$ cat src/rtl/mips_pkg.sv
// Shared MIPS definitions: opcodes, ALU op encodings, control bundle.
// Imported by the ID-stage logic and by later pipeline blocks.
package mips_pkg;

    localparam logic [5:0] OP_RTYPE = 6'h00;
    localparam logic [5:0] OP_LW    = 6'h23;
    localparam logic [5:0] OP_SW    = 6'h2B;
    localparam logic [5:0] OP_BEQ   = 6'h04;

    localparam logic [1:0] ALUOP_ADD   = 2'b00;
    localparam logic [1:0] ALUOP_SUB   = 2'b01;
    localparam logic [1:0] ALUOP_FUNCT = 2'b10;

    localparam logic [31:0] NOP_INSTR_DEF = 32'h0000_0000;

    typedef struct packed {
        logic       reg_write;
        logic       mem_to_reg;
        logic       mem_read;
        logic       mem_write;
        logic       reg_dst;
        logic       alu_src;
        logic       branch;
        logic [1:0] alu_op;
    } ctrl_t;

    // lw only writes rt, so only its base register can collide with a load
    function automatic logic op_uses_rt(input logic [5:0] op);
        return (op == OP_RTYPE) || (op == OP_SW) || (op == OP_BEQ);
    endfunction

endpackage

$ cat src/rtl/main_control.sv
// Combinational opcode-to-control decoder.
// Unknown opcodes decode to an all-zero bundle.
module main_control
    import mips_pkg::*;
(
    input  logic [5:0] opcode,
    output ctrl_t      ctrl
);

    always_comb begin
        ctrl = '0;
        unique case (opcode)
            OP_RTYPE: begin
                ctrl.reg_dst   = 1'b1;
                ctrl.alu_op    = ALUOP_FUNCT;
                ctrl.reg_write = 1'b1;
            end
            OP_LW: begin
                ctrl.alu_src    = 1'b1;
                ctrl.alu_op     = ALUOP_ADD;
                ctrl.mem_read   = 1'b1;
                ctrl.reg_write  = 1'b1;
                ctrl.mem_to_reg = 1'b1;
            end
            OP_SW: begin
                ctrl.alu_src   = 1'b1;
                ctrl.alu_op    = ALUOP_ADD;
                ctrl.mem_write = 1'b1;
            end
            OP_BEQ: begin
                ctrl.alu_op = ALUOP_SUB;
                ctrl.branch = 1'b1;
            end
            default: ctrl = '0;
        endcase
    end

endmodule

$ cat src/rtl/ifid_decode.sv
// IF/ID register plus ID stage: decode, register file, load-use hazard.
// Outputs are combinational from instr_q and feed the IDEX register.
module ifid_decode
    import mips_pkg::*;
#(
    parameter logic [31:0] NOP_INSTR = NOP_INSTR_DEF,
    parameter bit          RF_BYPASS = 1'b1
) (
    input  logic        clk,
    input  logic        reset,
    input  logic [31:0] instr,
    input  logic [31:0] pc4,
    input  logic        flush,
    input  logic        idex_MemRead,
    input  logic [4:0]  idex_rt,
    input  logic        wb_RegWrite,
    input  logic [4:0]  wb_write_reg,
    input  logic [31:0] wb_write_data,
    output logic        pc_write,
    output logic        wb_RegWrite_id,
    output logic        wb_MemToReg_id,
    output logic        mem_MemRead_id,
    output logic        mem_MemWrite_id,
    output logic        ex_RegDst_id,
    output logic        ex_AluSrc_id,
    output logic        ex_branch_id,
    output logic [1:0]  ex_AluOp_id,
    output logic [31:0] pc4_out,
    output logic [31:0] read_data1,
    output logic [31:0] read_data2,
    output logic [15:0] immediate,
    output logic [4:0]  rs,
    output logic [4:0]  rt,
    output logic [4:0]  rd
);

    logic [31:0]       instr_q, instr_d;
    logic [31:0]       pc4_q, pc4_d;
    logic              valid_q, valid_d;
    logic [31:0][31:0] rf_q, rf_d;

    logic  [5:0] opcode;
    logic        stall;
    logic        bubble;
    logic        wr_en;
    ctrl_t       ctrl_dec;
    ctrl_t       ctrl_out;

    assign opcode    = instr_q[31:26];
    assign rs        = instr_q[25:21];
    assign rt        = instr_q[20:16];
    assign rd        = instr_q[15:11];
    assign immediate = instr_q[15:0];
    assign pc4_out   = pc4_q;

    always_comb begin
        stall = valid_q & idex_MemRead &
                ((idex_rt == rs) |
                 (op_uses_rt(opcode) & (idex_rt == rt)));
    end

    assign pc_write = ~stall | flush;
    assign bubble   = stall | ~valid_q;

    always_comb begin
        instr_d = instr_q;
        pc4_d   = pc4_q;
        valid_d = valid_q;
        if (flush) begin
            instr_d = NOP_INSTR;
            valid_d = 1'b0;
        end else if (!stall) begin
            instr_d = instr;
            pc4_d   = pc4;
            valid_d = 1'b1;
        end
    end

    always_ff @(posedge clk or negedge reset) begin
        if (!reset) begin
            instr_q <= NOP_INSTR;
            pc4_q   <= '0;
            valid_q <= 1'b0;
        end else begin
            instr_q <= instr_d;
            pc4_q   <= pc4_d;
            valid_q <= valid_d;
        end
    end

    main_control u_main_control (
        .opcode (opcode),
        .ctrl   (ctrl_dec)
    );

    assign ctrl_out = bubble ? '0 : ctrl_dec;

    assign wb_RegWrite_id  = ctrl_out.reg_write;
    assign wb_MemToReg_id  = ctrl_out.mem_to_reg;
    assign mem_MemRead_id  = ctrl_out.mem_read;
    assign mem_MemWrite_id = ctrl_out.mem_write;
    assign ex_RegDst_id    = ctrl_out.reg_dst;
    assign ex_AluSrc_id    = ctrl_out.alu_src;
    assign ex_branch_id    = ctrl_out.branch;
    assign ex_AluOp_id     = ctrl_out.alu_op;

    assign wr_en = wb_RegWrite & (wb_write_reg != 5'd0);

    always_comb begin
        rf_d = rf_q;
        if (wr_en) begin
            rf_d[wb_write_reg] = wb_write_data;
        end
    end

    always_ff @(posedge clk or negedge reset) begin
        if (!reset) begin
            rf_q <= '0;
        end else begin
            rf_q <= rf_d;
        end
    end

    // bypass is gated by reset so reads stay 0 while reset is held
    always_comb begin
        read_data1 = rf_q[rs];
        if (rs == 5'd0) begin
            read_data1 = '0;
        end else if (RF_BYPASS && reset && wr_en && wb_write_reg == rs) begin
            read_data1 = wb_write_data;
        end
    end

    always_comb begin
        read_data2 = rf_q[rt];
        if (rt == 5'd0) begin
            read_data2 = '0;
        end else if (RF_BYPASS && reset && wr_en && wb_write_reg == rt) begin
            read_data2 = wb_write_data;
        end
    end

endmodule

$ cat config.mk
export PLATFORM = sky130hd
export DESIGN_NAME = ifid_decode
export DESIGN_NICKNAME = d
export VERILOG_FILES = /design/src/rtl/mips_pkg.sv /design/src/rtl/main_control.sv /design/src/rtl/ifid_decode.sv
export SDC_FILE = /design/constraint.sdc
export NUM_CORES = 2
export LEC_CHECK = 0
export ABC_AREA = 0
export BUFFER_PORTS_ARGS = -buffer_cell sky130_fd_sc_hd__buf_4
export CORE_UTILIZATION = 57
export DETAILED_ROUTE_END_ITERATION = 10
export HOLD_SLACK_MARGIN = 0.05
export PLACE_DENSITY = 0.78
export SLEW_MARGIN = 5
export SYNTH_ARGS = -nofsm -noshare
export SYNTH_HDL_FRONTEND = slang
export SYNTH_SLANG_ARGS = --single-unit
$ cat constraint.sdc
create_clock -name clk -period 2.53 [get_ports clk]
set_clock_uncertainty 0.1 [all_clocks]
set_input_delay 0.506 -clock clk [delete_from_list [all_inputs] [get_ports clk]]
set_output_delay 0.506 -clock clk [all_outputs]
set_load 0.02 [all_outputs]
==> out/metrics.csv <==
stage;metric;value;unit
outcome;status;complete, but fails checks;
outcome;failing checks;setup timing;
pwr;total power;53.86;mW
grt;largest net degree at the start of global routing;177;
clock_tree;clock latency on the worst-skew pair;0.72;ns
sta;setup ws final;-1.250;ns
place;Post-DP HPWL;122300;um
clock_tree;Clock Sinks;1089;
clock_tree;Num CTS Buffers;114;
grt;met2 Track Usage GR;58.64;%
routing;DR DRC count;0;
yosys;Netlist cell types;65;
clock_tree;TritonCTS clock tree;yes;
routing;DR vias;45022;
grt;number of global-route vias before repair;45729;
sta;FMAX;0.2646;GHz
pwr;Logic pwr share;24.1;%
yosys;leading area contributor after synthesis;dfrtp_1;
pwr;clock power share;32.7;%
worst_setup_path;crit path DAT;3.17;ns
pwr;Int Power;38.07;mW
routing;DRT Pass-1 Iters;9;
flow_run;max-cap violations;0;
finish;Final Cell Area;74680;um2
sta;min cycle time layout;3.780;ns
finish;fin util;73.30;%
worst_setup_path;Setup crit start kind;flip-flop;
sta;Finish-stage setup viols;142;
place;pre-CTS setup slack;-0.5358;ns
yosys;ys async rst share;100.0;%
yosys;Yosys top cell area share;46.48;%
place;gpl congestion;0.9109;
finish;Area Overhead vs Synth;27.39;%
finish;non-filler cells, final;6237;
yosys;Synth Warn #;0;
routing;DRT antenna net count;0;
sta;WHS;0.1874;ns
yosys;#FFs+latches synth;1089;
floorplan;core area;101900;um2
worst_setup_path;critical path's largest stage delay;0.52;ns
yosys;Mapped Area;58620;um2
pwr;Worst VDD drop;0.6254;mV
floorplan;Die Ht;322.7;um
floorplan;DIE AREA;104100;um2
floorplan;Rows;117;
yosys;number of synthesized flops with an enable pin;0;
pwr;Switching Share;29.31;%
worst_setup_path;CP cell instances;buf_8 -> buf_12 -> buf_16 -> xor2_1 -> nor4_1 -> buf_4 -> o211ai_1 -> a21boi_2 -> buf_6 -> nor4_4 -> buf_4;
place;Port-buffer cells;247;
finish;nets@finish;4874;
worst_setup_path;CP top delay family;buffers and inverters;
finish;Filler Cells Inserted;5845;
worst_setup_path;cell repeated most along the worst path;buf_4;
routing;drt wl/cell;34.41;um
pwr;Net Switching;15.79;mW
grt;global-route wire length before repair;303000;um
place;placed cells;5795;
sta;RSZ-0062 raised after global routing;yes;
floorplan;Initial Utilization;57.54;%
worst_setup_path;sum of buffers and inverters on the critical path;6;
grt;met3 Use GR;12.46;%
sta;Worst slew margin;27.13;%
worst_setup_path;crit end category;output pin;
clock_tree;H-tree depth;3;
finish;share of cells above drive strength 1;58.61;%
sta;Post-Route Setup TNS;-110.51;ns
clock_tree;clock root cell;clkbuf_16;
pwr;Seq pwr share;43.2;%
worst_setup_path;required time worst endpoint;1.92;ns
yosys;synthesized instance count;4217;
grt;Total GRT Usage;39.83;%
pwr;Pwr Density;721.2;nW/um2
worst_setup_path;Worst path slowest cell;dfrtp_4;
worst_setup_path;CP Class;reg -> out;
routing;total wire length;214600;um
yosys;Synth Flop Type;dfrtp_1;
sta;Slew Viols, Final;0;
sta;Final Hold Fails;0;
grt;initial antenna violation count;9;
pwr;leakage;32.27;nW
floorplan;Die Wd;322.7;um
routing;DR iter-0 viols;6348;
clock_tree;clock tree buffer depth;3;
grt;Top Usage Layer GRT;met2;
yosys;sequential fraction of the synthesis area;46.48;%
worst_setup_path;CP max FO;8;
grt;Overflow after GRT;0;
floorplan;Ports;248;
grt;met1 GRT Util;51.66;%
worst_hold_path;Worst Hold Class;in -> reg;
routing;vias per inst;7.219;
sta;Tcrit/Tclk final;149.4;%
place;DP Area;65510;um2
clock_tree;CTS clock-pin slew for the worst setup and hold paths;0.06;ns
yosys;Syn Area/Cell;13.90;um2
yosys;Syn Nets;4328;
yosys;Synth area leaders;dfrtp_1 (46%), mux2_2 (21%), mux4_2 (13%), mux2i_1 (4.9%), clkbuf_1 (1.3%);
sta;Slew @ Worst Pin;1.093;ns
## cell usage in the layout (no fill, tap or decap), types with 39 or more instances in the layout
cell type      instances
buf_12               186
mux2i_1              267
nor2_1                97
mux4_2               346
clkinv_2              40
nand2_1               87
clkbuf_16            123
mux2_2              1084
a221oi_1              39
dlygate4sd3_1         66
buf_4                513
o22ai_2               45
dfrtp_1             1079
buf_6                105
o22ai_1               61
## timing repair
| item | CTS | global route |
|---|---|---|
| buffers inserted | 79 | 53 |
| gates resized for setup | 370 | 215 |
| endpoints found under the setup margin | 140 | 219 |
| gates cloned | 28 | 9 |
| hold buffers | 66 | 0 |
| endpoints found under the hold margin | 181 | 0 |
| pin swaps | 87 | 72 |
## registers in the layout (all words and copies together), names as in the netlist
register / flops
instr_q: 32
valid_q: 1
rf_q: 1024
pc4_out: 32
## power by group through the flow
stage | Sequential [mW] | Combinational [mW] | Clock, mW
floorplan | 22.4 | 7.90 | 0
detailed placement | 23.2 | 11.1 | 0
finish | 23.3 | 13.0 | 17.6
CTS | 22.9 | 12.2 | 17.6
global route | 23.5 | 13.5 | 18.4
global placement | 22.9 | 10.8 | 0
## cell families (layout without fill, tap and decap cells)
family | count (synthesis) | in the layout | synth area share [%]
flops | 1089 | 1089 | 46.48
buf+inv | 504 | 1150 | 4.651
xor+xnor | 20 | 20 | 0.2988
mux | 1749 | 1749 | 39.63
compound gates | 468 | 468 | 5.852
other cells | 0 | 6 | 0
simple gates | 387 | 387 | 3.080
## final cells by class
type | count | area, um2 | share of cell area (%)
Multi-Input combinational cell | 2624 | 30920 | 41.40
Sequential cell | 1089 | 27280 | 36.53
Timing Repair Buffer | 931 | 10870 | 14.56
Clock buffer | 155 | 3217 | 4.308
Tap cell | 1368 | 1712 | 2.292
Clock inverter | 61 | 655.6 | 0.8779
Antenna cell | 6 | 15.01 | 0.02011
Inverter | 3 | 11.26 | 0.01508
## final timing paths
path,startpoint,end,slack (ns),cells past startpoint
max in group asynchronous,reset,rf_q[677]$_DFFE_PN0P_,0.17,5
worst max-delay path,instr_q[17]$_DFFE_PN0P_,mem_MemRead_id,-1.25,11
worst min-delay path,wb_write_data[11],rf_q[619]$_DFFE_PN0P_,0.19,2
worst min register to register,rf_q[6]$_DFFE_PN0P_,rf_q[6]$_DFFE_PN0P_,0.30,0
min in group asynchronous,reset,rf_q[445]$_DFFE_PN0P_,0.70,4
worst max register to register,instr_q[17]$_DFFE_PN0P_,instr_q[8]$_DFFE_PN0P_,-0.50,13
## worst register-to-register path: stages (launching register included)
cell	delay, ns
dfrtp_4	0.52
buf_8	0.14
buf_12	0.12
buf_16	0.12
xor2_1	0.14
nor4_1	0.33
buf_4	0.19
o211ai_1	0.14
buf_4	0.19
buf_6	0.11
a21bo_4	0.26
buf_12	0.18
buf_8	0.14
mux2i_1	0.24
## synth_stat cells (33+ instances only)
library cell  number
mux2_2          1116
dfrtp_1         1089
mux4_2           346
mux2i_1          285
clkbuf_1         203
nor2_1           139
buf_2            131
o22ai_1          109
nand2_1          104
a221oi_1          86
buf_4             73
o21ai_0           58
nor3_1            53
buf_1             52
o221ai_1          43
a21oi_1           33
## per-layer routing
metal / vias to the layer above / part of all wire, %
met3: 1058 / 13
met4: 4 / 7.6
met2: 3727 / 44
met5: - / 0.021
met1: 23030 / 35
li1: 17203 / -
Power figures use the tool's default switching activity.
